## src/rtl/game_flow_pkg.sv

```systemverilog
// Shared types and constants for the game flow sequencer.
//   state_e   : one-hot game state (also exported on state_o)
//   lives_t   : spare-lives counter, level_t: 1-based level, timer_t: frame timer
//   sat_inc() : saturating increment for the frame timer
package game_flow_pkg;

  typedef enum logic [6:0] {
    ST_IDLE        = 7'b0000001,
    ST_PLAY        = 7'b0000010,
    ST_HIT_FREEZE  = 7'b0000100,
    ST_HIT_WAIT    = 7'b0001000,
    ST_LEVEL_CLEAR = 7'b0010000,
    ST_GAME_OVER   = 7'b0100000,
    ST_GAME_WON    = 7'b1000000
  } state_e;

  localparam int LIVES_W         = 2;
  localparam int LEVEL_W         = 4;
  // Wide enough for both the hit freeze (<256) and the continue window (600).
  localparam int TIMER_W         = 10;
  localparam int CONTINUE_FRAMES = 600;

  typedef logic [LIVES_W-1:0] lives_t;
  typedef logic [LEVEL_W-1:0] level_t;
  typedef logic [TIMER_W-1:0] timer_t;

  // The frame timer holds at all-ones instead of wrapping, so flash_o and the
  // continue window never re-open on a long wait.
  function automatic timer_t sat_inc(input timer_t t);
    return (t == '1) ? t : t + timer_t'(1);
  endfunction

endpackage

```

## src/rtl/rise_edge_det.sv

```systemverilog
// Rising-edge detector.
//   clk_i, reset_ni : clock, async active-low reset
//   d               : level input
//   rise            : high for the cycle where d is 1 and was 0 last cycle
// rst_val_p sets the history flop at reset; 1 means a level already high
// when reset releases is not treated as an edge.
module rise_edge_det #(
  parameter logic rst_val_p = 1'b0
) (
  input  logic clk_i,
  input  logic reset_ni,
  input  logic d,
  output logic rise
);

  logic d_q;

  always_ff @(posedge clk_i or negedge reset_ni) begin
    if (!reset_ni) d_q <= rst_val_p;
    else           d_q <= d;
  end

  assign rise = d & ~d_q;

endmodule

```

## src/rtl/game_flow_ctrl.sv

```systemverilog
// Top-level game sequencer: owns lives and level, walks
// title -> play -> hit/pause -> level-clear -> over/won.
// Ports:
//   clk_i, reset_ni        : clock, async active-low reset
//   start_i                : start/shoot button level
//   frame_i                : one-cycle pulse per video frame
//   hit_i, wave_clear_i    : collision events, honoured only in PLAY
//   run_o, freeze_o        : motion enables
//   flash_o                : player sprite blink during hit freeze/wait
//   player_rst_o, enemy_rst_o : one-cycle reload pulses
//   lives_o, level_o       : spare lives, 1-based level
//   game_over_o, game_won_o, state_o : status / one-hot debug state
//   cont_o                 : continue window open (GAME_FLOW_CTRL_CONTINUE_EN only)
// Build option: define GAME_FLOW_CTRL_CONTINUE_EN to allow continuing at the
// current level from GAME_OVER within CONTINUE_FRAMES frames.
module game_flow_ctrl
  import game_flow_pkg::*;
#(
  parameter int lives_init_p    = 2,
  parameter int lives_max_p     = 3,
  parameter int levels_p        = 8,
  parameter int freeze_frames_p = 90,
  parameter int flash_bit_p     = 3
) (
  input  logic         clk_i,
  input  logic         reset_ni,
  input  logic         start_i,
  input  logic         frame_i,
  input  logic         hit_i,
  input  logic         wave_clear_i,
  output logic         run_o,
  output logic         freeze_o,
  output logic         flash_o,
  output logic         player_rst_o,
  output logic         enemy_rst_o,
  output logic [1:0]   lives_o,
  output logic [3:0]   level_o,
  output logic         game_over_o,
  output logic         game_won_o,
  output logic [6:0]   state_o
`ifdef GAME_FLOW_CTRL_CONTINUE_EN
  ,
  output logic         cont_o
`endif
);

  localparam lives_t LIVES_INIT    = lives_t'(lives_init_p);
  localparam lives_t LIVES_MAX     = lives_t'(lives_max_p);
  localparam level_t LEVEL_LAST    = level_t'(levels_p);
  localparam level_t LEVEL_FIRST   = level_t'(1);
  localparam timer_t FREEZE_FRAMES = timer_t'(freeze_frames_p);
`ifdef GAME_FLOW_CTRL_CONTINUE_EN
  localparam timer_t CONT_FRAMES   = timer_t'(CONTINUE_FRAMES);
`endif

  state_e state_q, state_d;
  lives_t lives_d;
  level_t level_d;
  timer_t timer_q, timer_d;
  logic   prst_d, erst_d;
  logic   start_rise;

  // History flop resets high: a button held through reset must not start a game.
  rise_edge_det #(.rst_val_p(1'b1)) u_start_edge (
    .clk_i    (clk_i),
    .reset_ni (reset_ni),
    .d        (start_i),
    .rise     (start_rise)
  );

  always_comb begin
    state_d = state_q;
    lives_d = lives_o;
    level_d = level_o;
    timer_d = timer_q;
    prst_d  = 1'b0;
    erst_d  = 1'b0;
    unique case (state_q)
      ST_IDLE: begin
        if (start_rise) begin
          state_d = ST_PLAY;
          lives_d = LIVES_INIT;
          level_d = LEVEL_FIRST;
          prst_d  = 1'b1;
          erst_d  = 1'b1;
        end
      end
      ST_PLAY: begin
        // hit has priority; a simultaneous wave clear is dropped
        if (hit_i) begin
          timer_d = '0;
          if (lives_o != '0) begin
            state_d = ST_HIT_FREEZE;
            lives_d = lives_o - lives_t'(1);
          end else begin
            state_d = ST_GAME_OVER;
          end
        end else if (wave_clear_i) begin
          if (level_o < LEVEL_LAST) begin
            state_d = ST_LEVEL_CLEAR;
            level_d = level_o + level_t'(1);
            // bonus life on reaching an even level
            if (!level_d[0] && (lives_o < LIVES_MAX))
              lives_d = lives_o + lives_t'(1);
          end else begin
            state_d = ST_GAME_WON;
          end
        end
      end
      ST_HIT_FREEZE: begin
        if (frame_i) begin
          timer_d = sat_inc(timer_q);
          if (timer_d >= FREEZE_FRAMES) state_d = ST_HIT_WAIT;
        end
      end
      ST_HIT_WAIT: begin
        // keep counting so the sprite keeps blinking while waiting
        if (frame_i) timer_d = sat_inc(timer_q);
        if (start_rise) begin
          state_d = ST_PLAY;
          prst_d  = 1'b1;
        end
      end
      ST_LEVEL_CLEAR: begin
        if (start_rise) begin
          state_d = ST_PLAY;
          prst_d  = 1'b1;
          erst_d  = 1'b1;
        end
      end
      ST_GAME_OVER: begin
        if (frame_i) timer_d = sat_inc(timer_q);
        if (start_rise) begin
`ifdef GAME_FLOW_CTRL_CONTINUE_EN
          // window judged on frames seen before this press
          if (timer_q < CONT_FRAMES) begin
            state_d = ST_PLAY;
            lives_d = LIVES_INIT;
            prst_d  = 1'b1;
            erst_d  = 1'b1;
          end else
`endif
          begin
            state_d = ST_IDLE;
            lives_d = LIVES_INIT;
            level_d = LEVEL_FIRST;
          end
        end
      end
      ST_GAME_WON: begin
        state_d = ST_GAME_WON;
      end
      default: state_d = ST_IDLE;
    endcase
  end

  // Status outputs are decoded from the next state so they are flops
  // aligned with state_q.
  always_ff @(posedge clk_i or negedge reset_ni) begin
    if (!reset_ni) begin
      state_q      <= ST_IDLE;
      lives_o      <= LIVES_INIT;
      level_o      <= LEVEL_FIRST;
      timer_q      <= '0;
      run_o        <= 1'b0;
      freeze_o     <= 1'b0;
      flash_o      <= 1'b0;
      player_rst_o <= 1'b0;
      enemy_rst_o  <= 1'b0;
      game_over_o  <= 1'b0;
      game_won_o   <= 1'b0;
`ifdef GAME_FLOW_CTRL_CONTINUE_EN
      cont_o       <= 1'b0;
`endif
    end else begin
      state_q      <= state_d;
      lives_o      <= lives_d;
      level_o      <= level_d;
      timer_q      <= timer_d;
      run_o        <= (state_d == ST_PLAY);
      freeze_o     <= state_d inside {ST_HIT_FREEZE, ST_HIT_WAIT, ST_LEVEL_CLEAR};
      flash_o      <= (state_d inside {ST_HIT_FREEZE, ST_HIT_WAIT}) && timer_d[flash_bit_p];
      player_rst_o <= prst_d;
      enemy_rst_o  <= erst_d;
      game_over_o  <= (state_d == ST_GAME_OVER);
      game_won_o   <= (state_d == ST_GAME_WON);
`ifdef GAME_FLOW_CTRL_CONTINUE_EN
      cont_o       <= (state_d == ST_GAME_OVER) && (timer_d < CONT_FRAMES);
`endif
    end
  end

  assign state_o = state_q;

endmodule
```

## config.mk

```make
export PLATFORM = sky130hd
export DESIGN_NAME = game_flow_ctrl
export DESIGN_NICKNAME = d
export VERILOG_FILES = /design/src/rtl/game_flow_pkg.sv /design/src/rtl/rise_edge_det.sv /design/src/rtl/game_flow_ctrl.sv
export SDC_FILE = /design/constraint.sdc
export NUM_CORES = 1
export LEC_CHECK = 0
export BUFFER_PORTS_ARGS = -buffer_cell sky130_fd_sc_hd__clkbuf_2
export CAP_MARGIN = 20
export CORE_UTILIZATION = 50
export DETAILED_ROUTE_END_ITERATION = 8
export HOLD_SLACK_MARGIN = 0.15
export PLACE_DENSITY_LB_ADDON = 0.12
export SLEW_MARGIN = 20
export SYNTH_ARGS = -nofsm -noshare
export SYNTH_HDL_FRONTEND = slang
export SYNTH_SLANG_ARGS = --single-unit
```

## constraint.sdc

```tcl
create_clock -name clk_i -period 2.4 [get_ports clk_i]
set_input_delay 0 -clock clk_i [delete_from_list [all_inputs] [get_ports clk_i]]
set_output_delay 0 -clock clk_i [all_outputs]
set_load 0.05 [all_outputs]
```

==> run_results.csv <==
group,metric,value,unit
layout,antenna-diode-count,0,
worst_setup_path,critical_path_class,"flip-flop to flip-flop",
synthesis,ys_top_cells_by_area,"sky130_fd_sc_hd__dfrtp_1 35%, sky130_fd_sc_hd__dfstp_2 5.5%, sky130_fd_sc_hd__nand2_1 4.7%",
power_and_ir_drop,clk_pwr_share,22.1,%
route,routedWlPerCell,14.8,um
layout,fillerInstances,327,
sta,fin_ws,344,ps
clocking,cts-htree-levels,2,
sta,grt_setup_unrepaired,"no",
synthesis,synth.net_count,213,
placed_design,globalplace.congestion,0.954,
global_route,first_global_vias,1574,
synthesis,synth_cells,205,
power_and_ir_drop,report.power.total,1.92,mW
synthesis,synth_edf_count,0,
layout,proportion_of_layout_cells_with_a_drive_suffix_above_1,22.6,%
worst_setup_path,worstSetupEndpointType,"flip-flop",
route,firstDrtPassIters,4,
worst_setup_path,startpoint_type,"flip-flop",
die,y_dimension_of_the_die,63.9,um
sta,max_slew.worst_pin.slew,758,ps
layout,final-instance-count-excl-fill,283,
route,drtAntennaViolNets,0,
synthesis,synth.avg_cell_area,9.35,sq um
power_and_ir_drop,leakagePower,1.01,nW
layout,layout-area-overhead-vs-synth,14.4,%
outcome,outcome,"complete, no violations",
power_and_ir_drop,power_density,876,nW/um^2
global_route,grt_start_max_net_pins,32,
global_route,antenna_found_initial,0,
layout,seq_area,781,sq um
placed_design,placement.io_buffers,25,
power_and_ir_drop,netSwitchingPower,0.829,mW
synthesis,ys_warn_count,0,
route,detail_route.wirelength,4200,um
power_and_ir_drop,combPwrFrac,39.3,%
clocking,cts-buffers-inserted,5,
placed_design,place_ws,376,ps
sta,max_freq,486,MHz
clocking,cts_repair_resize_count,0,
die,core_area,3660,sq um
placed_design,placed_cells,269,
synthesis,synth.ff_latch_count,31,
clocking,clock_insertion_delay_worst_skew,290,ps
die,placement_rows,22,
route,dr.first_iter.drc_count,102,
synthesis,synth_top_area_cell,"sky130_fd_sc_hd__dfrtp_1",
sta,final.setup.tns,0,ps
power_and_ir_drop,swShare,43.2,%
sta,post-route-period-util,85.7,%
worst_setup_path,cp_max_fo,11,
die,initial_core_util,52.4,%
layout,commonest_cells_after_routing_fill_and_taps_aside,"27 x sky130_fd_sc_hd__dfrtp_1, 25 x sky130_fd_sc_hd__clkbuf_2, 24 x sky130_fd_sc_hd__nand2_1, 16 x sky130_fd_sc_hd__nor2_1, 12 x sky130_fd_sc_hd__a21oi_1",
die,die-area,4090,sq um
global_route,grt.total_usage,23.5,%
power_and_ir_drop,power.sequential.fraction,38.6,%
layout,finish.utilization,59.9,%
sta,fin_worst_skew,8.64,ps
worst_setup_path,reg2reg_depth,7,
worst_setup_path,arrival,2210,ps
power_and_ir_drop,worst_vdd_rail_ir_drop,0.000641,V
sta,slew_violations,0,
synthesis,ys_dominant_reg_cell,"sky130_fd_sc_hd__dfrtp_1",
die,dieWidth,63.9,um
route,num_vias,1651,
synthesis,yosysTopAreaCellShare,35.2,%
global_route,global_route_wire_length_before_repair,7290,um
global_route,overflow,0,
clocking,cts_num_sinks,31,
placed_design,detailed_place_hpwl,3020,um
worst_hold_path,worstHoldPathType,"input pin to asynchronous set/reset pin",
sta,finalHoldViolations,0,
synthesis,syn_area,1920,sq um
sta,slew_headroom,49.5,%
clocking,clk_transition_reported_paths,70,ps
clocking,cts_root_buffer,"sky130_fd_sc_hd__clkbuf_8",
route,post-route-drc-count,0,
sta,setup_viol,0,
layout,final_common_cell,"sky130_fd_sc_hd__dfrtp_1",
layout,multi_input_gate_area,1030,sq um
flow_run,number_of_maximum_capacitance_violations,0,
route,routed_via_density,5.83,
worst_setup_path,r2r_setup_slk,340,ps
sta,finalWorstPathRequiredPeriod,2060,ps
die,ioPinCount,26,
worst_setup_path,timing.rr.start,"timer_q[0]",
power_and_ir_drop,internal_power,1.09,mW
layout,final_nets,242,
worst_setup_path,r2r_end,"state_o[2]",
worst_setup_path,timing.critical_path.required,2560,ps
clocking,clock_tree.buffer_depth,2,
synthesis,post_synth_num_cell_types,60,
synthesis,async_flop_share,100,%
clocking,cts_tree,"built",
synthesis,synth.yosys.seq_area_share,40.7,%
-- synthesized netlist by cell type (3+ instances only) --
| cell | n |
|---|---|
| sky130_fd_sc_hd__xor2_1 | 7 |
| sky130_fd_sc_hd__buf_6 | 4 |
| sky130_fd_sc_hd__nand4_1 | 8 |
| sky130_fd_sc_hd__nand4b_1 | 3 |
| sky130_fd_sc_hd__nand2_1 | 24 |
| sky130_fd_sc_hd__dfrtp_1 | 27 |
| sky130_fd_sc_hd__o21ai_0 | 10 |
| sky130_fd_sc_hd__nand3_1 | 8 |
| sky130_fd_sc_hd__nor2b_1 | 3 |
| sky130_fd_sc_hd__mux2i_1 | 4 |
| sky130_fd_sc_hd__buf_2 | 3 |
| sky130_fd_sc_hd__nor3_1 | 4 |
| sky130_fd_sc_hd__dfstp_2 | 4 |
| sky130_fd_sc_hd__clkbuf_1 | 3 |
| sky130_fd_sc_hd__inv_1 | 7 |
| sky130_fd_sc_hd__a21oi_1 | 12 |
| sky130_fd_sc_hd__nor2_1 | 16 |
-- how the worst max path moves through the flow --
stage,start,end,slack [ps],depth (start not counted)
2_1_floorplan,state_o[3],timer_q[6],420,7
3_5_place_dp,timer_q[0],state_o[2],380,7
3_3_place_gp,timer_q[3],state_o[3],480,6
4_1_cts,timer_q[0],state_o[2],370,7
5_1_grt,timer_q[0],state_o[2],130,7
6_report,timer_q[0],state_o[2],340,7
-- area by class of cell --
| type | instances | area share [%] |
|---|---|---|
| clock inverters | 1 | 0.228 |
| clock buffers | 7 | 3.94 |
| multi-input cells | 155 | 46.8 |
| repair buffers | 34 | 9.47 |
| flip-flops and latches | 31 | 35.6 |
| inverters | 7 | 1.20 |
| well taps | 48 | 2.74 |
-- sequential cells by signal, summed over array words and instances (netlist names) --
register / count
u_start_edge.d_q: 1
game_over_o: 1
flash_o: 1
freeze_o: 1
timer_q: 10
lives_o: 2
player_rst_o: 1
enemy_rst_o: 1
game_won_o: 1
level_o: 4
state_o: 7
run_o: 1
-- metal layers --
layer	track usage [%]	up-vias	share of wire (%)
met3	6.07	7	5.7
met4	9.94	0	1.6
met5	0	-	0
li1	-	807	-
met2	36.7	52	46
met1	30.8	785	47
-- worst max-delay path: stages, from the launching register on --
cell and delay, ps:
sky130_fd_sc_hd__dfrtp_1 440, sky130_fd_sc_hd__ha_1 390, sky130_fd_sc_hd__and4_1 270, sky130_fd_sc_hd__nand2_1 70, sky130_fd_sc_hd__a31o_2 280, sky130_fd_sc_hd__a21boi_0 120
sky130_fd_sc_hd__o211ai_1 250, sky130_fd_sc_hd__o21ai_0 110
-- metrics by stage --
| step | hold slack (ps) | area [sq um] |
|---|---|---|
| floorplan | -296 | 1920 |
| global placement | 101 | 2040 |
| detailed placement | 111 | 2040 |
| CTS | 345 | 2190 |
| global route | 374 | 2190 |
| finish | 309 | 2190 |
-- cells by family (layout without fill, tap and decap cells) --
| family | after synthesis | after routing | synth area share, % |
|---|---|---|---|
| xor+xnor | 9 | 9 | 4.11 |
| buf+inv | 19 | 49 | 5.74 |
| fa+ha+maj | 2 | 2 | 1.31 |
| flops | 31 | 31 | 40.7 |
| compound gates | 50 | 50 | 18.3 |
| mux | 6 | 6 | 3.46 |
| simple gates | 88 | 88 | 26.3 |
-- repair_timing --
item                                    CTS  global route
setup buffers                             0             0
hold endpoints to repair                 36             0
hold buffers                              6             0
endpoints found under the setup margin    0             0
-- power by group through the flow --
stage / clock, mW / sequential, mW / combinational [mW]
after floorplan: 0 / 0.954 / 0.335
after global placement: 0 / 0.737 / 0.731
after detailed placement: 0 / 0.749 / 0.743
after CTS: 0.432 / 0.741 / 0.759
after global routing: 0.460 / 0.758 / 0.825
final: 0.425 / 0.741 / 0.756
Note: power is estimated with default switching activity, not from simulation.
